<file path="config.mk">
export PLATFORM = sky130hd
export DESIGN_NAME = i2c_reg_controller
export DESIGN_NICKNAME = d
export VERILOG_FILES = /design/src/rtl/i2c_reg_controller.sv
export SDC_FILE = /design/constraint.sdc
export NUM_CORES = 1
export LEC_CHECK = 0
export ABC_AREA = 1
export CORE_UTILIZATION = 46
export CTS_CLUSTER_SIZE = 24
export DETAILED_ROUTE_END_ITERATION = 8
export GPL_TIMING_DRIVEN = 0
export PLACE_DENSITY = 0.87
export SYNTH_ARGS = -nofsm -noshare
export SYNTH_HDL_FRONTEND = slang
export SYNTH_SLANG_ARGS = --single-unit
</file>
<file path="constraint.sdc">
create_clock -name clk -period 2.1 [get_ports clk]
set_clock_uncertainty 0.05 [all_clocks]
set_input_delay 0.525 -clock clk [delete_from_list [all_inputs] [get_ports clk]]
set_output_delay 0.525 -clock clk [all_outputs]
set_load 0.05 [all_outputs]
</file>
<file path="src/rtl/i2c_reg_controller.sv">
// Turns the I2C slave byte stream into register-file write/read strobes and returns read bytes for transmission.
// Write strobes fire in the cycle the data byte arrives. tx_req comes 2+ cycles after a read fetch and waits while tx_ready is low.
`timescale 1ns/1ps
module i2c_reg_controller #(
  parameter logic [6:0] DEV_ADDR = 7'h62,
  parameter int         NUM_REGS = 8,
  parameter int         AI_BIT   = 7
) (
  input  logic                        clk,
  input  logic                        reset,
  input  logic [7:0]                  rx_data,
  input  logic                        rx_valid,
  input  logic                        rx_start,
  input  logic                        rx_stop,
  input  logic                        tx_ready,
  input  logic                        tx_nack,
  input  logic [7:0]                  reg_rdata,
  output logic [7:0]                  tx_data,
  output logic                        tx_req,
  output logic [$clog2(NUM_REGS)-1:0] reg_addr,
  output logic [7:0]                  reg_wdata,
  output logic                        reg_write,
  output logic                        reg_read,
  output logic                        ack_en,
  output logic                        busy
);

  localparam int PW = $clog2(NUM_REGS);

  typedef enum logic [2:0] {
    ST_IDLE, ST_DEV_ADDR, ST_REG_PTR, ST_WR_DATA,
    ST_RD_FETCH, ST_RD_LOAD, ST_RD_SEND, ST_IGNORE
  } state_t;

  state_t        state;
  logic [PW-1:0] ptr;
  logic          ai;
  logic          rd_pending;
  logic          no_event;

  // START/STOP/reset preempt the byte handling, so strobes are suppressed in those cycles.
  assign no_event  = !reset && !rx_start && !rx_stop;
  assign reg_write = no_event && (state == ST_WR_DATA) && rx_valid;
  assign reg_read  = no_event && (state == ST_RD_FETCH);
  assign reg_wdata = rx_data;
  assign reg_addr  = ptr;
  assign busy      = (state != ST_IDLE);

  always_ff @(posedge clk) begin
    if (reset) begin
      state      <= ST_IDLE;
      ptr        <= '0;
      ai         <= 1'b0;
      tx_data    <= 8'h00;
      tx_req     <= 1'b0;
      ack_en     <= 1'b0;
      rd_pending <= 1'b0;
    end else begin
      tx_req     <= 1'b0;
      rd_pending <= reg_read;
      if (rx_start) begin
        state  <= ST_DEV_ADDR;
        ack_en <= 1'b1;
      end else if (rx_stop) begin
        state  <= ST_IDLE;
        ack_en <= 1'b0;
      end else begin
        case (state)
          ST_DEV_ADDR: if (rx_valid) begin
            if (rx_data[7:1] != DEV_ADDR) begin
              state  <= ST_IGNORE;
              ack_en <= 1'b0;
            end else if (rx_data[0]) begin
              state <= ST_RD_FETCH;
            end else begin
              state <= ST_REG_PTR;
            end
          end
          ST_REG_PTR: if (rx_valid) begin
            ptr   <= rx_data[PW-1:0];
            ai    <= rx_data[AI_BIT];
            state <= ST_WR_DATA;
          end
          ST_WR_DATA: if (rx_valid && ai) ptr <= ptr + 1'b1;
          ST_RD_FETCH: state <= ST_RD_LOAD;
          ST_RD_LOAD: begin
            // Register data is only valid the cycle after the read strobe; hold it while stalled.
            if (rd_pending) tx_data <= reg_rdata;
            if (tx_ready) begin
              tx_req <= 1'b1;
              state  <= ST_RD_SEND;
            end
          end
          ST_RD_SEND: begin
            // tx_ready may still be high in the tx_req cycle; it only means "done" after that.
            if (!tx_req && tx_ready) begin
              if (tx_nack) begin
                state  <= ST_IGNORE;
                ack_en <= 1'b0;
              end else begin
                if (ai) ptr <= ptr + 1'b1;
                state <= ST_RD_FETCH;
              end
            end
          end
          ST_IGNORE: ack_en <= 1'b0;
          default:   state  <= ST_IDLE;
        endcase
      end
    end
  end

endmodule

</file>
Word-level counts from Yosys, hierarchy flattened
Index checks and enable logic that the tools add are counted.
{ "classes": {"n_addsub": 1, "n_eq_ne": 22, "muxes": 24, "bitwise_logic": 4, "n_reduce_logical": 23} }
{ "ops": {"columns": ["op", "n"], "rows": [
  ["$mux W3", 11],
  ["$ne A4 B4 Y1 const B", 6],
  ["$pmux W3 S6", 1],
  ["$reduce_and A5 Y1", 3],
  ["$eq A3 B3 Y1 const B", 4],
  ["$ne A2 B2 Y1 const B", 6],
  ["$mux W1", 9],
  ["$pmux W3 S3", 1],
  ["$reduce_and A4 Y1", 2],
  ["$reduce_and A8 Y1", 1],
  ["$logic_and A1 B1 Y1", 7],
  ["$ne A7 B7 Y1 const B", 1],
  ["$eq A3 B2 Y1 const B", 2],
  ["$reduce_bool A3 Y1", 2],
  ["$reduce_bool A5 Y1", 1],
  ["$logic_not A1 Y1", 4],
  ["$not A1 Y1", 4],
  ["$reduce_or A4 Y1", 1],
  ["$add A3 B1 Y3 const B", 1],
  ["$eq A3 B1 Y1 const B", 1],
  ["$ne A3 B1 Y1 const B", 1],
  ["$pmux W1 S3", 1],
  ["$reduce_or A3 Y1", 1],
  ["$mux W2", 1],
  ["2 further kinds", 2]
]} }
{ "word_totals": {"regBits": 18, "input_bits": 23, "output_inout_bits": 24, "word_cells": 82} }

Logic depth before layout (Yosys ltp)
Gate-level depths: netlist (run 1).
{ "logic_depth": {"word_depth": 6, "ltp_mapped": 10, "mapped_depth_nobuf": 10} }

Worst setup path before layout (run 1)
Ideal clock, no wire load.
{ "synth_timing": {"path_type": "input -> output", "from": "input rx_start", "to": "output reg_read", "t_arrival_ns": 1.958, "required_time_ns": 1.525, "setup_slack_ns": -0.433, "cell_stages": 5, "n_path_buf": 0, "cell_sequence": "inv_1 nand2_2 nor2_1 inv_1 nor3_1"} }
{ "synth_via": {"elab_chain_cells": 4} }
{ "synth_lines": {"columns": ["item", "line", "text"], "rows": [
  ["start, declared", "13", "input logic rx_start,"],
  ["$logic_not A1 Y1", "42", "assign no_event = !reset && !rx_start && !rx_stop;"],
  ["$logic_and A1 B1 Y1 (2 in series)", "42", null],
  ["$logic_and A1 B1 Y1", "44", "assign reg_read = no_event && (state == ST_RD_FETCH);"],
  ["end, declared", "23", "output logic reg_read,"]
]} }
Every way passes these cells.

Worst setup path in the final report (run 1)
{ "layout_timing": {"from": "register ptr[1] (netlist: reg_addr[1])", "to": "output reg_addr[1]"} }
{ "layout_rtl": {"columns": ["item", "line", "text"], "rows": [
  ["start, declared", "36", "logic [PW-1:0] ptr;"],
  ["start signal, assigned", "80", "ptr <= rx_data[PW-1:0];"],
  ["start signal, assigned", "84", "ST_WR_DATA: if (rx_valid && ai) ptr <= ptr + 1'b1;"],
  ["start signal, assigned", "101", "if (ai) ptr <= ptr + 1'b1;"],
  ["end, declared", "20", "output logic [$clog2(NUM_REGS)-1:0] reg_addr,"]
]} }
No word-level cell between the ends.

==> results of run 1 <==
## power groups by stage
| stage | Sequential [mW] | Combinational [mW] | Clock [mW] |
|---|---|---|---|
| 2_1_floorplan | 0.365 | 0.127 | 0 |
| 3_3_place_gp | 0.358 | 0.214 | 0 |
| 3_5_place_dp | 0.358 | 0.216 | 0 |
| 4_1_cts | 0.350 | 0.218 | 0.221 |
| 5_1_grt | 0.351 | 0.235 | 0.237 |
| 6_report | 0.350 | 0.217 | 0.223 |
## routing by layer
metal,vias up,global-route usage (%)
met5,-,0
met4,0,6.140
met3,2,4.598
met2,24,38.40
met1,522,27.54
li1,657,-
## flip-flops by register name (all words and copies together) (netlist names)
name	cells
tx_req	1
reg_addr	3
rd_pending	1
ai	1
ack_en	1
state	3
tx_data	8
## cell type report
cell class                 count  area, µm²
tap                           30      37.54
multi-input combinational    121      655.6
clock buffer                   4      36.28
inverter                      26      106.4
timing repair buffer          50      485.5
sequential                    18      360.3
fill                         217      694.4
buffer                        12      101.3
## kinds of logic (layout without fill, tap and decap cells)
group	count (synthesis)	count (layout)	share of synthesized area, %
AO/OA/AOI/OAI	23	23	10.94
buffers and inverters	38	92	17.29
AND/OR/NAND/NOR	96	96	40.00
flip-flops	18	18	30.00
adder cells (fa/ha/maj)	1	1	1.042
XOR/XNOR	1	1	0.7293
## path summary, 6_finish.rpt
check,slack [ns],endpoint,cells past startpoint
max,0.05,reg_addr[1],1
min reg2reg,0.44,tx_data[4],2
min,0.44,tx_data[4],2
max reg2reg,0.76,tx_data[0],8
## timing repair
item,in CTS,in global routing
gates resized for setup,50,5
endpoints found under the setup margin,12,3
setup buffers,4,0
pin swaps,3,0
## placed cells by master (no fill, tap or decap), types with 2 or more instances in the layout
cell type and n:
dfxtp_1 18, o21ai_2 2, a21oi_1 6, nand2_4 3, clkdlybuf4s15_2 6, nor2_1 35
nand2_1 28, clkdlybuf4s50_1 29, inv_2 5, inv_1 18, nor3_2 2, buf_2 2
dlygate4sd2_1 6, nor3_1 4, buf_4 12, o21ai_0 11, nor2_2 5, buf_6 5
nand3_1 8, nand2_2 2, nand3_4 3, nor2_4 3, clkbuf_4 4, a21oi_2 2
## metrics by stage
| stage | worst slack [ns] | cell area, µm² | TNS (ns) | hold WS (ns) |
|---|---|---|---|---|
| floorplan | -0.01185 | 1211 | -0.02371 | 0.4630 |
| global placement | -0.8226 | 1709 | -4.632 | 0.4116 |
| detailed placement | -0.8332 | 1709 | -4.706 | 0.4232 |
| CTS | 0.01282 | 1793 | 0 | 0.4433 |
| global route | 0.01464 | 1783 | 0 | 0.4761 |
| finish | 0.05322 | 1783 | 0 | 0.4421 |
==> impl_metrics.csv, run 1 <==
group,metric,value,unit
die,fp.coreArea,2477,µm²
global_route,track_usage,22.24,%
place,routabilityCongestion,0.8797,
place,dp_cells,253,
outcome,status,"finished, final reports clean",
synth,synth_top_cell_by_area,"dfxtp_1",
cts,root_buffer,"clkbuf_4",
route,drt-met1-wl,1217,µm
critical_path,crit_path_max_incr_delay,0.81,ns
critical_path,worstPathArrival,1.47,ns
critical_path,crit_type,"flip-flop to output pin",
pwr,p_seq_share,44.3,%
timing,worstMarginPinSlew,0.5076,ns
global_route,grt_pass1_vias,1068,
cts,cts_max_path_buffers,2,
critical_path,cp_num_buf_inv,1,
cts,h-tree-depth,1,
layout,final_util,71.97,%
critical_path,crit_family,"buffers and inverters",
cts,hold_buffers,0,
critical_path,end_kind,"output pin",
synth,synth.top_cells.by_area,"dfxtp_1, nor2_1, nand2_1",
global_route,grt_pass1_wl,4588,µm
layout,layout.nets,256,
synth,yosysSeqAreaShare,30.00,%
timing,fin_crit_sh,97.47,%
route,drt_pre_antenna_iters,6,
timing,maxSlewViolCount,0,
layout,stdcell_count,261,
die,core.rowCount,18,
cts,worstSkewPairLatency,0.30,ns
die,ios,47,
critical_path,worstPathCellList,"clkdlybuf4s50_1",
synth,synth_top_area_share,30.00,%
synth,ys.flop_type,"dfxtp_1",
pwr,powerDensity,443.3,nW/µm²
pwr,netSwitchingFraction,31.15,%
synth,ys_warn_count,0,
place,portBuffers,46,
synth,yosysUniqueCellTypes,29,
pwr,pwr-share-clk,28.2,%
die,die-area,2820,µm²
cts,clk_pin_slew,0.12,ns
pwr,finalPower,0.7903,mW
route,ant_nets,0,
hold_path,hold_class,"flip-flop to flip-flop",
job,cap_violations,0,
route,top_layer_used,"met4",
timing,clock.fmax,488.6,MHz
timing,fin_crit,2.047,ns
synth,synth_area,1201,µm²
synth,syn_nets,201,
timing,hold_violations,0,
synth,ys_ff_latch,18,
die,start_util,48.48,%
route,wl_met3,129,µm
synth,syn_inst,177,
timing,max-slew-margin-rel,66.05,%
global_route,grt_antenna_before_repair,0,
critical_path,crit_start,"reg_addr[1]",
timing,rsz0062_at_grt,"false",
pwr,vdd_drop_max,0.0004534,V
cts,cts_buffers,3,
critical_path,cpMaxStageDelayCell,"clkdlybuf4s50_1",
global_route,grt_max_degree,11,
route,vias,1205,
layout,area_growth_syn_to_layout,48.44,%
place,post-dp-hpwl,2075,µm
critical_path,worst_r2r_startpoint,"state[1]",
hold_path,min_from,"tx_data[4]",
cts,cts_tree,"yes",
critical_path,crit_required,1.52,ns
route,first_iter_violations,29,
layout,num_antenna_cells,0,
route,wl_per_cell,10.31,µm
cts,cts.sinks,18,
synth,synth_common_cells,"nor2_1, nand2_1, inv_1, dfxtp_1, o21ai_0",
layout,drive_gt1_share,26.41,%
die,die_h,53.10,µm
synth,avgSynthCellArea,6.786,µm²
die,chipWidth,53.10,µm
route,drc,0,
pwr,switching_power,0.2462,mW
synth,synth_edf_count,0,
route,vias_per_cell,4.617,
pwr,pwr-share-comb,27.5,%
critical_path,start_kind,"flip-flop",
synth,synth.most_common_cell,"nor2_1",
pwr,intPower,0.5441,mW
global_route,globalRouteOverflowTotal,0,
timing,setup_viol,0,
route,wl_met2,1331,µm
pwr,p_leak,0.8217,nW
synth,ys_async_sr_fraction,0,%
route,wirelength,2692,µm
critical_path,cp_max_fo,3,
No activity file was read; power rests on OpenSTA's default activity.
==> run 2, diff against run 1 <==
- CORE_ASPECT_RATIO: unset -> 1.75
==> run 2 against run 1 <==
Net effect:
- final cell count shrank 1.1%
- global-route usage is 1.4 points higher
- power rose by 9.7%
- cell area increased by 1.6%
- routed wire length grew 8.7%
- largest cell class unchanged
- clock-buffer cell count unchanged
- flip-flop and latch count is the same
- register-to-register slack better by 0.02 ns
==> impl_metrics.csv, run 2 (same netlist as run 1, synthesis figures left out) <==
group,metric,value,unit
outcome,status,"finished, final reports clean",
cts,cts.sinks,18,
timing,worstMarginPinSlew,0.5426,ns
critical_path,r2r-end,"tx_data[7]",
die,die_h,69.60,µm
die,ios,47,
pwr,p_leak,0.8116,nW
critical_path,ff2ff_setup_slack,0.78,ns
cts,worstSkewPairLatency,0.26,ns
route,wl_met2,1564,µm
cts,cts_buffers,3,
hold_path,hold_class,"flip-flop to flip-flop",
route,vias_per_cell,4.903,
place,post-dp-hpwl,2183,µm
global_route,grt_pass1_wl,4823,µm
layout,stdcell_area,1812,µm²
critical_path,crit_required,1.52,ns
global_route,grt_pass1_vias,1225,
route,ant_nets,0,
cts,cts_max_path_buffers,2,
critical_path,worstPathArrival,1.51,ns
route,wirelength,2925,µm
die,die-area,2827,µm²
critical_path,end_kind,"output pin",
critical_path,crit_type,"primary input to output pin",
layout,multi_input_area,655.6,µm²
layout,top_register,"tx_data",
timing,rsz0062_at_grt,"false",
timing,finalWorstSetupSlack,0.01399,ns
layout,drive_gt1_share,26.72,%
route,wl_per_cell,11.34,µm
timing,fin_crit_sh,99.33,%
cts,h-tree-depth,1,
pwr,vdd_drop_max,0.0003920,V
die,start_util,48.19,%
route,first_iter_violations,45,
route,drt-met1-wl,1145,µm
critical_path,worst_r2r_startpoint,"state[1]",
timing,fin_crit,2.086,ns
cts,root_buffer,"clkbuf_8",
timing,clock.fmax,479.4,MHz
place,place_ws,-0.8216,ns
place,portBuffers,46,
critical_path,cp_max_fo,3,
hold_path,min_from,"tx_data[2]",
hold_path,hold_end,"tx_data[2]",
global_route,grt_max_degree,11,
global_route,grt_antenna_before_repair,0,
place,place_area,1704,µm²
layout,final_common_cell,"nor2_1",
layout,largest_reg_flops,8,
route,drc,0,
global_route,globalRouteOverflowTotal,0,
die,core.rowCount,24,
route,drt_pre_antenna_iters,4,
timing,maxSlewViolCount,0,
route,vias,1265,
critical_path,start_kind,"primary input",
layout,area_growth_syn_to_layout,50.83,%
layout,seqCellArea,360.3,µm²
cts,clk_pin_slew,0.07,ns
layout,num_antenna_cells,0,
pwr,powerDensity,478.7,nW/µm²
global_route,track_usage,23.63,%
route,top_layer_used,"met4",
die,fp.coreArea,2492,µm²
route,wl_met3,81,µm
layout,fillCellCount,206,
timing,setup_viol,0,
place,routabilityCongestion,0.7881,
die,chipWidth,40.63,µm
layout,layout.nets,257,
cts,cts_tree,"yes",
hold_path,hold_depth,2,
timing,hold_violations,0,
timing,setup_tns,0,ns
timing,max-slew-margin-rel,63.72,%
critical_path,reg2reg_depth,8,
cts,hold_buffers,0,
layout,mostFrequentLayoutCells,"nor2_1, clkdlybuf4s50_1, nand2_1",
job,cap_violations,0,
==> run 2: critical path, cell delays in order <==
cell,delay (ns)
clkdlybuf4s50_1,0.51
buf_4,0.12
clkdlybuf4s15_2,0.35
==> run 2: repair_timing <==
action / CTS / global route
endpoints found under the setup margin: 11 / 1
gates resized for setup: 50 / 2
setup buffers: 5 / 0
pin swaps: 3 / 0
==> run 2: routing by layer <==
metal / GRT usage [%] / vias to the layer above
li1: - / 661
met1: 24.02 / 554
met2: 40.74 / 37
met3: 3.846 / 13
met4: 13.33 / 0
met5: 0 / -
==> run 2: report_power, final <==
group          switching [mW]  internal [mW]  total, mW
clock network           0.128          0.167      0.295
registers             0.00382          0.346      0.350
logic                   0.128         0.0942      0.222
total                   0.260          0.607      0.867
==> run 2: final cells by class <==
class	instances	share of cell area, %
plain buffers	12	5.594
clock buffers	4	3.039
inverters	26	6.008
multi-input cells	121	36.19
flip-flops and latches	18	19.89
well taps	26	1.796
repair buffers	51	27.49
==> run 2: per-stage QoR <==
stage                     hold WS, ns  std cells  utilization, %  total power, mW
after floorplan                0.4630        177               -           0.4912
after detailed placement       0.4222        249           68.37           0.5753
final                          0.4339        258           72.69           0.8672
after global routing           0.4539        258           72.69           0.8959
after CTS                      0.4387        258           72.94           0.8661
after global placement         0.4111        249           68.37           0.5728
==> run 2: worst max path at each step <==
stage / start / endpoint / slack, ns / cells after the start
global placement: rx_stop / reg_write / -0.81 / 7
CTS: rx_data[7] / reg_wdata[7] / 0.0001 / 3
global route: rx_data[2] / reg_wdata[2] / 0.0005 / 3
floorplan: rx_start / reg_read / -0.01 / 5
detailed placement: rx_stop / reg_write / -0.82 / 7
finish: rx_data[2] / reg_wdata[2] / 0.01 / 3
==> run 3, diff against run 2 <==
- PLACE_DENSITY: 0.87 -> 0.92
- SETUP_SLACK_MARGIN: unset -> 0.1
==> run 3 against run 2 <==
Net effect:
- via count grew 2.5%
- critical path depth up 2
- register-to-register slack is essentially flat
- flip-flop and latch count did not move
- global-route usage grew 2.0 points
==> impl_metrics.csv, run 3 (same netlist as run 1, synthesis figures left out) <==
group,metric,value,unit
die,fp.coreArea,2492,µm²
die,chipWidth,40.63,µm
die,die_h,69.60,µm
critical_path,crit_type,"primary input to output pin",
die,ios,47,
place,place_ws,-0.8525,ns
critical_path,cp_max_fo,4,
place,post-dp-hpwl,2389,µm
layout,final_common_cell,"nor2_1",
die,die-area,2827,µm²
global_route,grt_pass1_vias,1285,
global_route,grt_antenna_before_repair,0,
route,vias,1297,
place,place_area,1704,µm²
job,cap_violations,0,
timing,holdWs,0.4421,ns
global_route,globalRouteOverflowTotal,0,
timing,setup_tns,0,ns
timing,finalWorstSetupSlack,0.09857,ns
pwr,powerDensity,480.9,nW/µm²
cts,cts_tree,"yes",
timing,worstMarginPinSlew,0.5460,ns
cts,h-tree-depth,1,
critical_path,end_kind,"output pin",
layout,largest_reg_flops,8,
route,wl_per_cell,12.43,µm
cts,clk_pin_slew,0.07,ns
layout,mostFrequentLayoutCells,"nor2_1, nand2_1, clkdlybuf4s50_1",
timing,clock.fmax,499.6,MHz
die,core.rowCount,24,
cts,cts_buffers,3,
timing,hold_violations,0,
cts,cts_max_path_buffers,2,
cts,hold_buffers,0,
global_route,grt_pass1_wl,5202,µm
global_route,track_usage,25.61,%
cts,worstSkewPairLatency,0.26,ns
timing,setup_viol,0,
layout,top_register,"tx_data",
place,portBuffers,46,
route,vias_per_cell,5.008,
layout,drive_gt1_share,27.04,%
layout,layout.nets,258,
route,drt_pre_antenna_iters,4,
pwr,p_leak,0.9158,nW
critical_path,crit_required,1.52,ns
cts,root_buffer,"clkbuf_8",
critical_path,worstPathArrival,1.43,ns
layout,stdcell_area,1797,µm²
route,ant_nets,0,
layout,num_antenna_cells,0,
route,wirelength,3219,µm
place,routabilityCongestion,0.8121,
layout,final_util,72.09,%
route,first_iter_violations,39,
timing,maxSlewViolCount,0,
timing,rsz0062_at_grt,"true",
timing,max-slew-margin-rel,63.54,%
pwr,vdd_drop_max,0.0004842,V
hold_path,hold_class,"flip-flop to flip-flop",
global_route,grt_max_degree,11,
timing,fin_crit_sh,95.31,%
layout,area_growth_syn_to_layout,49.58,%
cts,cts.sinks,18,
timing,fin_crit,2.001,ns
die,start_util,48.19,%
outcome,status,"finished, final reports clean",
critical_path,start_kind,"primary input",
route,drc,0,
-- run 3: cell types whose count changed in the layout (fill, tap and decap cells not counted), sizes merged --
cell,previous run,this run
dlymetal6s2s,0,5
clkbuf,5,6
clkdlybuf4s50,31,23
buf,19,26
clkdlybuf4s15,7,3
-- run 3: critical path, cell delays in order --
cell and delay [ns]:
dlygate4sd2_1 0.31, nor2_4 0.17, inv_4 0.07, nor3_2 0.17, buf_6 0.18
-- run 3: area by class of cell --
cell class	count	area, µm²
Inverter	26	108.9
Clock buffer	4	55.05
Buffer	12	101.3
Sequential cell	18	360.3
Timing Repair Buffer	52	476.7
Tap cell	26	32.53
Multi-Input combinational cell	121	661.9
Fill cell	195	695.7
-- run 3: metrics by stage --
stage          std cells  power [mW]
2_1_floorplan        177      0.4912
3_3_place_gp         249      0.5722
3_5_place_dp         249      0.5764
4_1_cts              258      0.8579
5_1_grt              259      0.8931
6_report             259      0.8641
-- run 3: path summary, 6_finish.rpt --
check / from / endpoint / slack [ns] / depth (start not counted)
max: reset / reg_write / 0.1 / 5
min: tx_data[3] / tx_data[3] / 0.44 / 2
max reg2reg: state[1] / tx_data[4] / 0.78 / 8
min reg2reg: tx_data[3] / tx_data[3] / 0.44 / 2
-- run 3: power breakdown --
part           switching (mW)  internal [mW]
clock network           0.126          0.167
logic                   0.130         0.0912
registers             0.00382          0.346
total                   0.260          0.604
-- run 3: metal layers --
layer / vias up / part of all wire [%] / wire (µm) / global-route usage, %
met5: - / 0 / 0 / 0
li1: 658 / - / - / -
met2: 27 / 56 / 1810 / 45.33
met3: 10 / 2.6 / 85 / 3.526
met1: 602 / 38 / 1238 / 25.93
met4: 0 / 2.6 / 85 / 12.96
-- run 3: what timing repair did --
item / CTS / global route
resized for setup: 72 / 7
setup buffers: 5 / 1
setup endpoints to repair: 14 / 9
pin swaps: 3 / 1
